$ cat src/rtl/seg_pkg.sv
// Shared constants and helpers for the multiplexed 7-segment display path.
// Segment bit order is a..g at bits 0..6, active-high (1 = lit).
package seg_pkg;

    localparam int unsigned DIGITS = 4;
    localparam int unsigned SEGS   = 7;
    localparam int unsigned IDX_W  = 2;

    localparam int unsigned SEG_A = 0;
    localparam int unsigned SEG_B = 1;
    localparam int unsigned SEG_C = 2;
    localparam int unsigned SEG_D = 3;
    localparam int unsigned SEG_E = 4;
    localparam int unsigned SEG_F = 5;
    localparam int unsigned SEG_G = 6;

    // Glyphs written g..a, active-high
    localparam logic [SEGS-1:0] CHAR_U = 7'b0111110;
    localparam logic [SEGS-1:0] CHAR_P = 7'b1110011;

    // Pick digit idx's seven segments out of the packed parallel bus
    function automatic logic [SEGS-1:0] digit_segs(
        input logic [DIGITS*SEGS-1:0] bus,
        input logic [IDX_W-1:0]       idx
    );
        logic [SEGS-1:0] segs;
        case (idx)
            2'd0:    segs = bus[0*SEGS +: SEGS];
            2'd1:    segs = bus[1*SEGS +: SEGS];
            2'd2:    segs = bus[2*SEGS +: SEGS];
            2'd3:    segs = bus[3*SEGS +: SEGS];
            default: segs = {SEGS{1'b0}};
        endcase
        return segs;
    endfunction

    // Active-high one-hot digit select for slot idx
    function automatic logic [DIGITS-1:0] digit_onehot(input logic [IDX_W-1:0] idx);
        logic [DIGITS-1:0] sel;
        case (idx)
            2'd0:    sel = 4'b0001;
            2'd1:    sel = 4'b0010;
            2'd2:    sel = 4'b0100;
            2'd3:    sel = 4'b1000;
            default: sel = 4'b0000;
        endcase
        return sel;
    endfunction

endpackage

$ cat src/rtl/seg_scan_driver_scan_timer.sv
// Slot/digit/frame timebase for the display scan: owns the slot counter,
// the digit index and the blink frame counter, and emits the derived strobes.
module scan_timer
    import seg_pkg::*;
#(
    parameter int unsigned DIV          = 50000,
    parameter int unsigned BLANK        = 1000,
    parameter int unsigned BLINK_FRAMES = 128
) (
    input  logic             clk,
    input  logic             reset,
    input  logic             enable,
    output logic             slot_blank,
    output logic [IDX_W-1:0] idx,
    output logic             capture,
    output logic             blink_off
);

    localparam int unsigned CNT_W = (DIV > 1) ? $clog2(DIV) : 1;
    localparam int unsigned BF_N  = 2 * BLINK_FRAMES;
    localparam int unsigned BF_W  = (BF_N > 1) ? $clog2(BF_N) : 1;

    localparam logic [CNT_W-1:0] CNT_LAST  = CNT_W'(DIV - 1);
    localparam logic [CNT_W-1:0] CNT_BLANK = CNT_W'(BLANK);
    localparam logic [CNT_W-1:0] CNT_ZERO  = CNT_W'(0);
    localparam logic [BF_W-1:0]  BF_LAST   = BF_W'(BF_N - 1);
    localparam logic [BF_W-1:0]  BF_HALF   = BF_W'(BLINK_FRAMES);
    localparam logic [BF_W-1:0]  BF_ZERO   = BF_W'(0);
    localparam logic [BF_W-1:0]  BF_ONE    = BF_W'(1);
    localparam logic [CNT_W-1:0] CNT_ONE   = CNT_W'(1);

    logic [CNT_W-1:0] cnt_q, cnt_d;
    logic [IDX_W-1:0] idx_q, idx_d;
    logic [BF_W-1:0]  bf_q,  bf_d;
    logic             slot_last_s;
    logic             frame_wrap_s;

    assign slot_last_s  = (cnt_q == CNT_LAST);
    assign frame_wrap_s = enable && slot_last_s && (idx_q == 2'd3);

    // Next-state for the slot counter, digit index and blink frame counter
    always_comb begin
        cnt_d = cnt_q;
        idx_d = idx_q;
        bf_d  = bf_q;
        if (!enable) begin
            // Park the scan at the start of digit 0; blink phase is kept
            cnt_d = CNT_ZERO;
            idx_d = 2'd0;
        end else if (slot_last_s) begin
            cnt_d = CNT_ZERO;
            idx_d = idx_q + 2'd1;
        end else begin
            cnt_d = cnt_q + CNT_ONE;
        end

        if (frame_wrap_s) begin
            if (bf_q == BF_LAST) begin
                bf_d = BF_ZERO;
            end else begin
                bf_d = bf_q + BF_ONE;
            end
        end else begin
            bf_d = bf_q;
        end
    end

    // Timebase state registers with synchronous reset
    always_ff @(posedge clk) begin
        if (reset) begin
            cnt_q <= CNT_ZERO;
            idx_q <= 2'd0;
            bf_q  <= BF_ZERO;
        end else begin
            cnt_q <= cnt_d;
            idx_q <= idx_d;
            bf_q  <= bf_d;
        end
    end

    assign slot_blank = (cnt_q < CNT_BLANK);
    assign idx        = idx_q;
    assign capture    = enable && (cnt_q == CNT_ZERO) && (idx_q == 2'd0);
    assign blink_off  = (bf_q >= BF_HALF);

endmodule

$ cat src/rtl/seg_scan_driver.sv
// Time-multiplexes a 4-digit parallel segment bus onto one shared segment
// pin set with one-hot digit selects, ghost blanking, frame snapshots and blink.
module seg_scan_driver
    import seg_pkg::*;
#(
    parameter int unsigned DIV            = 50000,
    parameter int unsigned BLANK          = 1000,
    parameter int unsigned BLINK_FRAMES   = 128,
    parameter bit          SEG_ACTIVE_LOW = 1'b1,
    parameter bit          DIG_ACTIVE_LOW = 1'b1
) (
    input  logic                     clk,
    input  logic                     reset,
    input  logic                     enable,
    input  logic                     blink_en,
    input  logic [DIGITS*SEGS-1:0]   seg_in,
    output logic [SEGS-1:0]          seg_out,
    output logic [DIGITS-1:0]        dig_sel,
    output logic                     frame_start
);

    // XOR masks that both define the "off" level and apply pin polarity
    localparam logic [SEGS-1:0]   SEG_OFF = SEG_ACTIVE_LOW ? 7'h7F : 7'h00;
    localparam logic [DIGITS-1:0] DIG_OFF = DIG_ACTIVE_LOW ? 4'hF : 4'h0;

    logic             slot_blank_s;
    logic [IDX_W-1:0] idx_s;
    logic             capture_s;
    logic             blink_off_s;

    logic [DIGITS*SEGS-1:0] snap_q, snap_d;
    logic [SEGS-1:0]        seg_lit_s;
    logic [DIGITS-1:0]      dig_lit_s;
    logic [SEGS-1:0]        seg_out_q, seg_out_d;
    logic [DIGITS-1:0]      dig_sel_q, dig_sel_d;
    logic                   frame_start_q, frame_start_d;

    scan_timer #(
        .DIV          (DIV),
        .BLANK        (BLANK),
        .BLINK_FRAMES (BLINK_FRAMES)
    ) u_scan_timer (
        .clk        (clk),
        .reset      (reset),
        .enable     (enable),
        .slot_blank (slot_blank_s),
        .idx        (idx_s),
        .capture    (capture_s),
        .blink_off  (blink_off_s)
    );

    // Frame snapshot: the bus is only sampled at the start of digit 0's slot
    always_comb begin
        if (capture_s) begin
            snap_d = seg_in;
        end else begin
            snap_d = snap_q;
        end
    end

    // Active-high pin image for the current slot, then polarity applied
    always_comb begin
        seg_lit_s = 7'h00;
        dig_lit_s = 4'h0;
        if (enable && !slot_blank_s) begin
            dig_lit_s = digit_onehot(idx_s);
            if (blink_en && blink_off_s) begin
                seg_lit_s = 7'h00;
            end else begin
                seg_lit_s = digit_segs(snap_q, idx_s);
            end
        end else begin
            seg_lit_s = 7'h00;
            dig_lit_s = 4'h0;
        end
        seg_out_d     = seg_lit_s ^ SEG_OFF;
        dig_sel_d     = dig_lit_s ^ DIG_OFF;
        frame_start_d = capture_s;
    end

    // Snapshot and output registers with synchronous reset
    always_ff @(posedge clk) begin
        if (reset) begin
            snap_q        <= {(DIGITS*SEGS){1'b0}};
            seg_out_q     <= SEG_OFF;
            dig_sel_q     <= DIG_OFF;
            frame_start_q <= 1'b0;
        end else begin
            snap_q        <= snap_d;
            seg_out_q     <= seg_out_d;
            dig_sel_q     <= dig_sel_d;
            frame_start_q <= frame_start_d;
        end
    end

    assign seg_out     = seg_out_q;
    assign dig_sel     = dig_sel_q;
    assign frame_start = frame_start_q;

endmodule
$ cat config.mk
export PLATFORM = sky130hd
export DESIGN_NAME = seg_scan_driver
export DESIGN_NICKNAME = d
export VERILOG_FILES = /design/src/rtl/seg_pkg.sv /design/src/rtl/seg_scan_driver_scan_timer.sv /design/src/rtl/seg_scan_driver.sv
export SDC_FILE = /design/constraint.sdc
export NUM_CORES = 1
export LEC_CHECK = 0
export ABC_AREA = 1
export CAP_MARGIN = 25
export CORE_MARGIN = 1.5
export CORE_UTILIZATION = 48
export CTS_CLUSTER_SIZE = 40
export DETAILED_ROUTE_END_ITERATION = 6
export PLACE_DENSITY_LB_ADDON = 0.25
export SYNTH_ARGS = -nofsm -noshare
export SYNTH_HDL_FRONTEND = slang
export SYNTH_SLANG_ARGS = --single-unit
$ cat constraint.sdc
create_clock -name clk -period 4.3 [get_ports clk]
set_clock_uncertainty 0.05 [all_clocks]
set_input_delay 0.86 -clock clk [delete_from_list [all_inputs] [get_ports clk]]
set_output_delay 0.86 -clock clk [all_outputs]
set_load 0.05 [all_outputs]
==> results.ini, run 1 <==
[routing]
vias=2758
dr.pass1.iters=4
drc=0
dr.first_iter.drc_count=160
avgViaCountPerCell=5.17
routed_wl_um=6510
drt.antenna.violating_nets=0
wl_per_cell_um=12.2

[cells_and_area]
final_cell_mix=74 x nand2_1, 66 x dfxtp_1, 58 x inv_1
drive_gt1_frac=0.0786
fin_area_mm2=0.00368
num-nets-final=494
diodes=0
fin_util=0.610
area_delta_synth_final_pct=20.5
layout_commonest_cell=nand2_1

[clock_network]
post-cts-setup-buffers=0
cts-root-buf=clkbuf_8
postCtsHoldBufs=0
cts_buffers=9
tritoncts=yes
cts_resized=0
clkTransAtPathRegs_ns=0.08
clkLatencyLatePin_ns=0.35
clk_path_buf_depth=2
clock-sinks=66
cts_htree_levels=3

[setup_path]
path_cells=clkdlybuf4s50_1 > nand3_1 > nor2_1 > nand3_2 > o21ai_0 > a21oi_1
slowest_stage=nand3_2
critPathLaunchType=primary input
worst-path-stages=6
crit_path_end_kind=flip-flop
regToRegSetupSlack_ns=2.03
r2r_cells=7
worstReg2RegStart=u_scan_timer.idx[0]
critPathRequiredTime_ns=4.46
crit_type=in2reg
endpoint=snap_q[2]
worst-path-buf-inv=1
r2r_end=snap_q[2]
crit_arrival_ns=2.82
slowest_delay_ns=0.68
startpoint=enable
cp_max_fo=53
crit_family=simple AND/OR/NAND/NOR gates

[floorplan]
pin_count=44
core_area_mm2=0.00603
floorplan.initialDensity=0.507
die_y_um=82.8
fp.dieW_um=82.8
rows=28
die_area_mm2=0.00685

[sta]
worst-slew-pin-transition_ns=0.922
clock.fmax_mhz=376
hold_viol=0
rsz0062_at_grt=false
layout_worst_path_cycle_share=0.618
slew_headroom=0.384
layout_min_cycle_time_ns=2.66
setup_viol=0
final.setup.worst_slack_ns=1.64
drv_slew=0
fin_tns_setup_ns=0

[synth]
synthesis.area_mm2=0.00305
synth_edf_count=0
synth_cells=413
synthArstFlopShare=0
seq_area_frac_synth=0.433
synth_cell_types=29
synth_top_flop_cell=dfxtp_1
yosys_warnings=0
syn_area_per_cell_um2=7.39
synth.net_count=454
ys_ff_latch=66

[placement]
preCtsSetupSlack_ns=1.26
dp_hpwl_um=4610
finalWeightedCongestion=0.859
postPlaceCellArea_mm2=0.00348
port_buffers=43

[power]
vdd_drop_max_mv=0.185
p_leak_nw=1.45
power_density_mw_per_mm2=346
total_power_mw=1.27

[global_route]
antenna_found_initial=0
grt-ovfl-total=0
grt_usage=0.203
grt_pass1_vias=2328
grt_max_degree=54
grt_first_pass_wirelength_um=10400

[hold_path]
hold_path.class=reg2reg

[job]
timing.max_cap.violations=0

[status]
status=finished, final reports clean

## through the flow
| step | hold WS, ns | std cells |
|---|---|---|
| global placement | 0.382 | 517 |
| global route | 0.421 | 533 |
| finish | 0.400 | 533 |
| CTS | 0.401 | 533 |
| floorplan | 0.373 | 413 |
| detailed placement | 0.391 | 517 |
## metal layers
metal  wire length [µm]  GRT usage
met4                129     0.0933
met5                  0          0
met1               3080      0.274
met3                388     0.0505
met2               2910      0.305
## Yosys cell counts (2+ instances only)
library cell / number / area [µm²]
nand2_2: 4 / 25.0
a21oi_1: 49 / 245
nand3_1: 23 / 115
nor3_1: 9 / 45.0
dfxtp_1: 66 / 1320
nor2_2: 2 / 12.5
buf_2: 2 / 10.0
inv_1: 58 / 218
ha_1: 9 / 113
nand3_2: 4 / 40.0
xor2_1: 5 / 43.8
buf_4: 2 / 15.0
inv_2: 3 / 11.3
o21ai_0: 33 / 165
nor3b_1: 2 / 15.0
nor2_1: 37 / 139
nand4_1: 11 / 68.8
nand2_1: 74 / 278
clkbuf_1: 7 / 26.3
buf_8: 3 / 45.0
a21oi_2: 2 / 17.5
## registers in the layout, indices dropped and copies added (netlist names)
signal / cells
frame_start: 1
u_scan_timer.bf_q: 8
snap_q: 28
dig_sel: 4
u_scan_timer.cnt_q: 16
seg_out: 7
u_scan_timer.idx: 2
## area by class of cell
class	count	area (µm²)
clock buffers	9	124
multi-input cells	271	1400
inverters	61	229
repair buffers	44	438
well taps	75	93.8
flip-flops and latches	66	1320
clock inverters	7	77.6
fillers	560	2350
## report_power, final
group / switching, mW / internal (mW) / total, mW / leakage [nW]
clock network: 0.264 / 0.272 / 0.536 / 0.100
logic: 0.0451 / 0.0444 / 0.0895 / 0.807
registers: 0.0109 / 0.635 / 0.645 / 0.539
total: 0.320 / 0.951 / 1.27 / 1.45
## kinds of logic (layout without fill, tap and decap cells)
| logic type | after synthesis | after routing | synth area share |
|---|---|---|---|
| adder cells (fa/ha/maj) | 9 | 9 | 0.0369 |
| AO/OA/AOI/OAI | 88 | 88 | 0.150 |
| XOR/XNOR | 5 | 5 | 0.0143 |
| AND/OR/NAND/NOR | 169 | 169 | 0.255 |
| flip-flops | 66 | 66 | 0.433 |
| buffers and inverters | 76 | 121 | 0.110 |
## tightest hold or removal path, cell delays in order, from the launching register on
cell and delay (ns):
dfxtp_1 0.31, inv_1 0.05, a21oi_1 0.05
## how the worst min path moves through the flow
stage / start / to / depth (start not counted)
2_1_floorplan: snap_q[10] / snap_q[10] / 2
3_3_place_gp: snap_q[24] / snap_q[24] / 2
6_report: snap_q[13] / snap_q[13] / 2
3_5_place_dp: snap_q[26] / snap_q[26] / 2
5_1_grt: snap_q[19] / snap_q[19] / 2
4_1_cts: snap_q[13] / snap_q[13] / 2
No activity file was read; power rests on OpenSTA's default activity.
==> run 2: changes to the inputs <==
Clock period 4.3 ns to 2.36 ns, I/O delays scaled along.
==> run 2 against run 1 <==
  * Critical path depth shrank 5
  * Core utilization grew 1.0 points
  * Clock power grew 110%
  * Hold slack lost 0.0047 ns
  * Sequential power grew 83%
  * Sequential share of layout area shrank 0.58 points
  * Global-route usage grew 0.33 points
  * Power grew 95%
  * Via count shrank 2.5%
  * Cell count grew 0.38%
  * Setup slack lost 1.3 ns
  * Clock-buffer cell count grew 2
==> results.ini, run 2 (synthesis results as in run 1) <==
[setup_path]
crit_type=reg2out
slowest_delay_ns=0.79  ; +0.11 ns
crit_path_end_kind=output pin
slowest_stage=clkdlybuf4s50_1
crit_arrival_ns=1.47  ; -1.35 ns
cp_max_fo=1  ; -98%
crit_family=buffers and inverters
worst-path-stages=1  ; -5
critPathLaunchType=flip-flop
path_cells=clkdlybuf4s50_1
critPathRequiredTime_ns=1.84  ; -2.62 ns
worst-path-buf-inv=1  ; unchanged
r2r_cells=8  ; +1

[sta]
fin_tns_setup_ns=0  ; unchanged
drv_slew=0  ; unchanged
layout_worst_path_cycle_share=0.843
clock.fmax_mhz=502
rsz0062_at_grt=false
setup_viol=0  ; unchanged
worst-slew-pin-transition_ns=0.544  ; -0.379 ns
slew_headroom=0.638  ; +0.253
hold_viol=0  ; unchanged
layout_min_cycle_time_ns=1.99

[clock_network]
clk_path_buf_depth=2  ; unchanged
cts_buffers=9  ; unchanged
cts-root-buf=clkbuf_8
tritoncts=yes
post-cts-setup-buffers=0  ; unchanged
cts_htree_levels=3  ; unchanged
cts_resized=0  ; unchanged
postCtsHoldBufs=0  ; unchanged
clkTransAtPathRegs_ns=0.08  ; about the same
clock-sinks=66  ; unchanged
clkLatencyLatePin_ns=0.36  ; about the same

[global_route]
grt_usage=0.207  ; +0.00332
grt-ovfl-total=0  ; unchanged
grt_max_degree=58  ; +7.4%
grt_first_pass_wirelength_um=10400  ; about the same
antenna_found_initial=0  ; unchanged
grt_pass1_vias=2404  ; +3.3%

[cells_and_area]
layout_commonest_cell=nand2_1
fin_cells=535  ; +0.38%
final_cell_mix=74 x nand2_1, 66 x dfxtp_1, 58 x inv_1
regMostFlops=snap_q
fillCellCount=536  ; -4.3%
diodes=0  ; unchanged
reg_top3=snap_q (28), u_scan_timer.cnt_q (16), u_scan_timer.bf_q (8)
largest_register_ffs=28  ; unchanged
num-nets-final=496  ; +0.40%
drive_gt1_frac=0.0783  ; -0.000342
area_delta_synth_final_pct=22.5

[power]
vdd_drop_max_mv=0.362  ; +96%
p_sw_frac=0.217  ; -0.0344
seqPwrFrac=0.474  ; -0.034
intPower_mw=1.94  ; +100%
p_comb_frac=0.068  ; -0.002
p_sw_mw=0.539  ; +68%
p_clk_frac=0.458  ; +0.036
power_density_mw_per_mm2=663  ; +92%
p_leak_nw=1.48  ; +1.9%

[routing]
routed_wl_um=6480  ; -0.49%
drt.antenna.violating_nets=0  ; unchanged
avgViaCountPerCell=5.02  ; -2.9%
dr.first_iter.drc_count=156  ; -2.5%
drc=0  ; unchanged
dr.pass1.iters=5  ; +1
vias=2688  ; -2.5%
wl_per_cell_um=12.1  ; -0.86%

[floorplan]
die_area_mm2=0.00685  ; unchanged
fp.dieW_um=82.8  ; unchanged
pin_count=44  ; unchanged
floorplan.initialDensity=0.507  ; unchanged
die_y_um=82.8  ; unchanged
rows=28  ; unchanged
core_area_mm2=0.00603  ; unchanged

[status]
status=finished, final reports clean

[placement]
finalWeightedCongestion=0.872  ; +1.5%
dp.cells=519  ; +0.39%
port_buffers=43  ; unchanged
dp_hpwl_um=4580  ; -0.84%

[hold_path]
hold_path.class=reg2reg
whs_path_depth=2  ; unchanged

[job]
timing.max_cap.violations=0  ; unchanged

[run 2: cell types whose count changed in the layout (fill, tap and decap cells not counted)]
cell,delta
buf_12,+1
buf_4,+1
bufinv_16,+2
clkbuf_1,+2
clkinv_4,-2
inv_6,-2
[run 2: power groups by stage]
| stage | Combinational [mW] | Sequential (mW) | Clock, mW |
|---|---|---|---|
| 2_1_floorplan | 0.102 | 1.20 | 0 |
| 3_3_place_gp | 0.163 | 1.20 | 0 |
| 3_5_place_dp | 0.168 | 1.20 | 0 |
| 4_1_cts | 0.169 | 1.18 | 1.15 |
| 5_1_grt | 0.186 | 1.18 | 1.19 |
| 6_report | 0.168 | 1.18 | 1.14 |
[run 2: worst register-to-register path, stage by stage (launching register included)]
cell and delay (ns):
dfxtp_1 0.36, inv_1 0.11, ha_1 0.21, nand3_1 0.08, nor2_1 0.05, nand3_2 0.05
buf_4 0.41, o21ai_0 0.17, a21oi_1 0.16
[run 2: metal layers]
layer	up-vias	routed length (µm)	GRT usage
met2	66	2880	0.316
met3	10	360	0.0681
li1	1417	-	-
met5	-	0	0
met4	0	115	0.0933
met1	1195	3120	0.263
[run 2: path summary, 6_finish.rpt]
check / to / slack [ns] / start
max: seg_out[1] / 0.37 / seg_out[1]
min: snap_q[26] / 0.40 / snap_q[26]
max reg2reg: snap_q[5] / 0.64 / u_scan_timer.idx[0]
min reg2reg: snap_q[26] / 0.40 / snap_q[26]
[run 2: area by class of cell]
class / count / area, µm² / share of cell area
Multi-Input combinational cell: 271 / 1400 / 0.373
Sequential cell: 66 / 1320 / 0.353
Timing Repair Buffer: 46 / 465 / 0.124
Inverter: 61 / 229 / 0.0612
Clock buffer: 11 / 131 / 0.0351
Clock inverter: 5 / 103 / 0.0274
Tap cell: 75 / 93.8 / 0.0251
[run 2: per-stage QoR]
stage	worst slack, ns	hold slack (ns)	total power [mW]	area (µm²)	util
6_report	0.369	0.395	2.48	3740	0.620
5_1_grt	0.298	0.414	2.56	3740	0.620
4_1_cts	0.357	0.396	2.49	3740	0.620
3_5_place_dp	0.310	0.384	1.37	3500	0.582
3_3_place_gp	0.344	0.380	1.36	3500	0.582
2_1_floorplan	0.938	0.373	1.30	3050	-
==> run 3: changes to the inputs <==
Clock period 2.36 ns to 1.7 ns, I/O delays scaled along.
==> run 3 against run 2 <==
  * Routed wire length increased by 1.4%
  * Clock power grew 30%
  * Non-clock buffer count is 14 higher
  * Sequential share of layout area fell by 0.77 points
  * Critical path type is now in2reg
  * Critical endpoint is now seg_out[6]
==> results.ini, run 3 (synthesis results as in run 1) <==
[global_route]
grt_first_pass_wirelength_um=11100  ; +5.9%
grt_max_degree=48  ; -17%
grt_pass1_vias=2469  ; +2.7%
grt-ovfl-total=0  ; unchanged
grt_usage=0.212  ; +0.00568
antenna_found_initial=0  ; unchanged

[setup_path]
worstReg2RegStart=u_scan_timer.cnt_q[12]
crit_type=in2reg
crit_arrival_ns=1.71  ; +0.24 ns
regToRegSetupSlack_ns=0.16  ; -0.48 ns
r2r_cells=7  ; -1
cp_max_fo=11  ; +10
critPathRequiredTime_ns=1.85  ; about the same
critPathLaunchType=primary input
crit_path_end_kind=flip-flop
r2r_end=snap_q[13]
startpoint=enable
endpoint=seg_out[6]

[clock_network]
clkLatencyLatePin_ns=0.33  ; -0.03 ns
cts-root-buf=clkbuf_8
tritoncts=yes
clk_path_buf_depth=2  ; unchanged
clock-sinks=66  ; unchanged
cts_buffers=9  ; unchanged
clkTransAtPathRegs_ns=0.08  ; about the same
post-cts-setup-buffers=0  ; unchanged
cts_htree_levels=3  ; unchanged

[sta]
layout_min_cycle_time_ns=1.55
layout_worst_path_cycle_share=0.914
final.setup.worst_slack_ns=0.147  ; -0.223 ns
clock.fmax_mhz=644
drv_slew=0  ; unchanged
hold_viol=0  ; unchanged
setup_viol=0  ; unchanged
slew_headroom=0.670  ; +0.0323
worst-slew-pin-transition_ns=0.491  ; -0.0523 ns
rsz0062_at_grt=false

[hold_path]
hp-start=snap_q[21]
hold_path.class=reg2reg

[power]
p_sw_mw=0.794  ; +47%
vdd_drop_max_mv=0.644  ; +78%
p_leak_nw=1.54  ; +4.5%
p_clk_frac=0.439  ; -0.019
power_density_mw_per_mm2=882  ; +33%
p_comb_frac=0.077  ; +0.009
seqPwrFrac=0.484  ; +0.010
intPower_mw=2.58  ; +33%
p_sw_frac=0.235  ; +0.0178

[placement]
preCtsSetupSlack_ns=-0.138  ; -0.448 ns
port_buffers=43  ; unchanged
dp_hpwl_um=4780  ; +4.5%
dp.cells=533  ; +2.7%
finalWeightedCongestion=0.899  ; +3.1%

[cells_and_area]
area_delta_synth_final_pct=25.4
num-nets-final=510  ; +2.8%
drive_gt1_frac=0.143  ; +0.0652
layout_commonest_cell=nand2_1
final_cell_mix=74 x nand2_1, 64 x dfxtp_1, 57 x inv_1
diodes=0  ; unchanged
fin_cells=549  ; +2.6%
reg_top3=snap_q (28), u_scan_timer.cnt_q (16), u_scan_timer.bf_q (8)
largest_register_ffs=28  ; unchanged
regMostFlops=snap_q

[routing]
drt.antenna.violating_nets=0  ; unchanged
highest_layer=met4
wl_met1_um=3120  ; -0.13%
avgViaCountPerCell=4.98  ; -0.85%
dr.first_iter.drc_count=161  ; +3.2%
routed_wl_um=6570  ; +1.4%
wl_met3_um=312  ; -13%
wl_per_cell_um=12.0  ; -1.2%
vias=2735  ; +1.7%
drc=0  ; unchanged
wl_met2_um=3080  ; +7.1%
dr.pass1.iters=4  ; -1

[floorplan]
floorplan.initialDensity=0.507  ; unchanged
die_area_mm2=0.00685  ; unchanged
core_area_mm2=0.00603  ; unchanged
fp.dieW_um=82.8  ; unchanged
rows=28  ; unchanged
pin_count=44  ; unchanged
die_y_um=82.8  ; unchanged

[status]
status=finished, final reports clean

[job]
timing.max_cap.violations=0  ; unchanged

run 3: cell type report:
type	count	area [µm²]
repair buffers	60	553
inverters	61	229
flip-flops and latches	66	1320
clock inverters	7	103
clock buffers	9	124
well taps	75	93.8
fillers	546	2200
multi-input cells	271	1400
run 3: what timing repair did:
action | CTS | global route
hold buffers | 0 | 0
gates resized for setup | 0 | 7
setup endpoints to repair | 0 | 22
hold endpoints to repair | 0 | 0
run 3: worst max-delay path: stages:
cell and delay [ns]:
clkdlybuf4s50_1 0.50, buf_4 0.12, inv_1 0.03, nor2_1 0.23, a21boi_1 0.21, buf_4 0.19
nand4_1 0.09
run 3: how the worst min path moves through the flow:
stage	endpoint	slack (ns)	cells past startpoint
after global placement	snap_q[12]	0.38	2
after floorplan	u_scan_timer.bf_q[7]	0.36	1
final	snap_q[21]	0.39	2
after global routing	u_scan_timer.cnt_q[0]	0.41	1
after detailed placement	snap_q[27]	0.38	2
after CTS	snap_q[21]	0.40	2
run 3: power groups by stage:
stage          logic, mW  clock network (mW)  registers [mW]
6_report           0.261                1.48            1.63
5_1_grt            0.292                1.60            1.64
4_1_cts            0.262                1.51            1.63
3_5_place_dp       0.259                   0            1.67
3_3_place_gp       0.254                   0            1.67
2_1_floorplan      0.141                   0            1.67
run 3: through the flow:
stage | area [µm²] | utilization | TNS, ns | hold slack [ns] | total power [mW]
2_1_floorplan | 3050 | - | 0 | 0.359 | 1.81
3_3_place_gp | 3590 | 0.596 | -1.96 | 0.381 | 1.92
3_5_place_dp | 3590 | 0.596 | -3.74 | 0.384 | 1.93
4_1_cts | 3820 | 0.634 | 0 | 0.396 | 3.40
5_1_grt | 3830 | 0.635 | 0 | 0.410 | 3.53
6_report | 3830 | 0.635 | 0 | 0.395 | 3.38
run 3: metal layers:
layer / GRT usage / vias up
li1: - / 1443
met1: 0.296 / 1217
met2: 0.328 / 67
met3: 0.0418 / 8
met4: 0.0683 / 0
met5: 0 / -
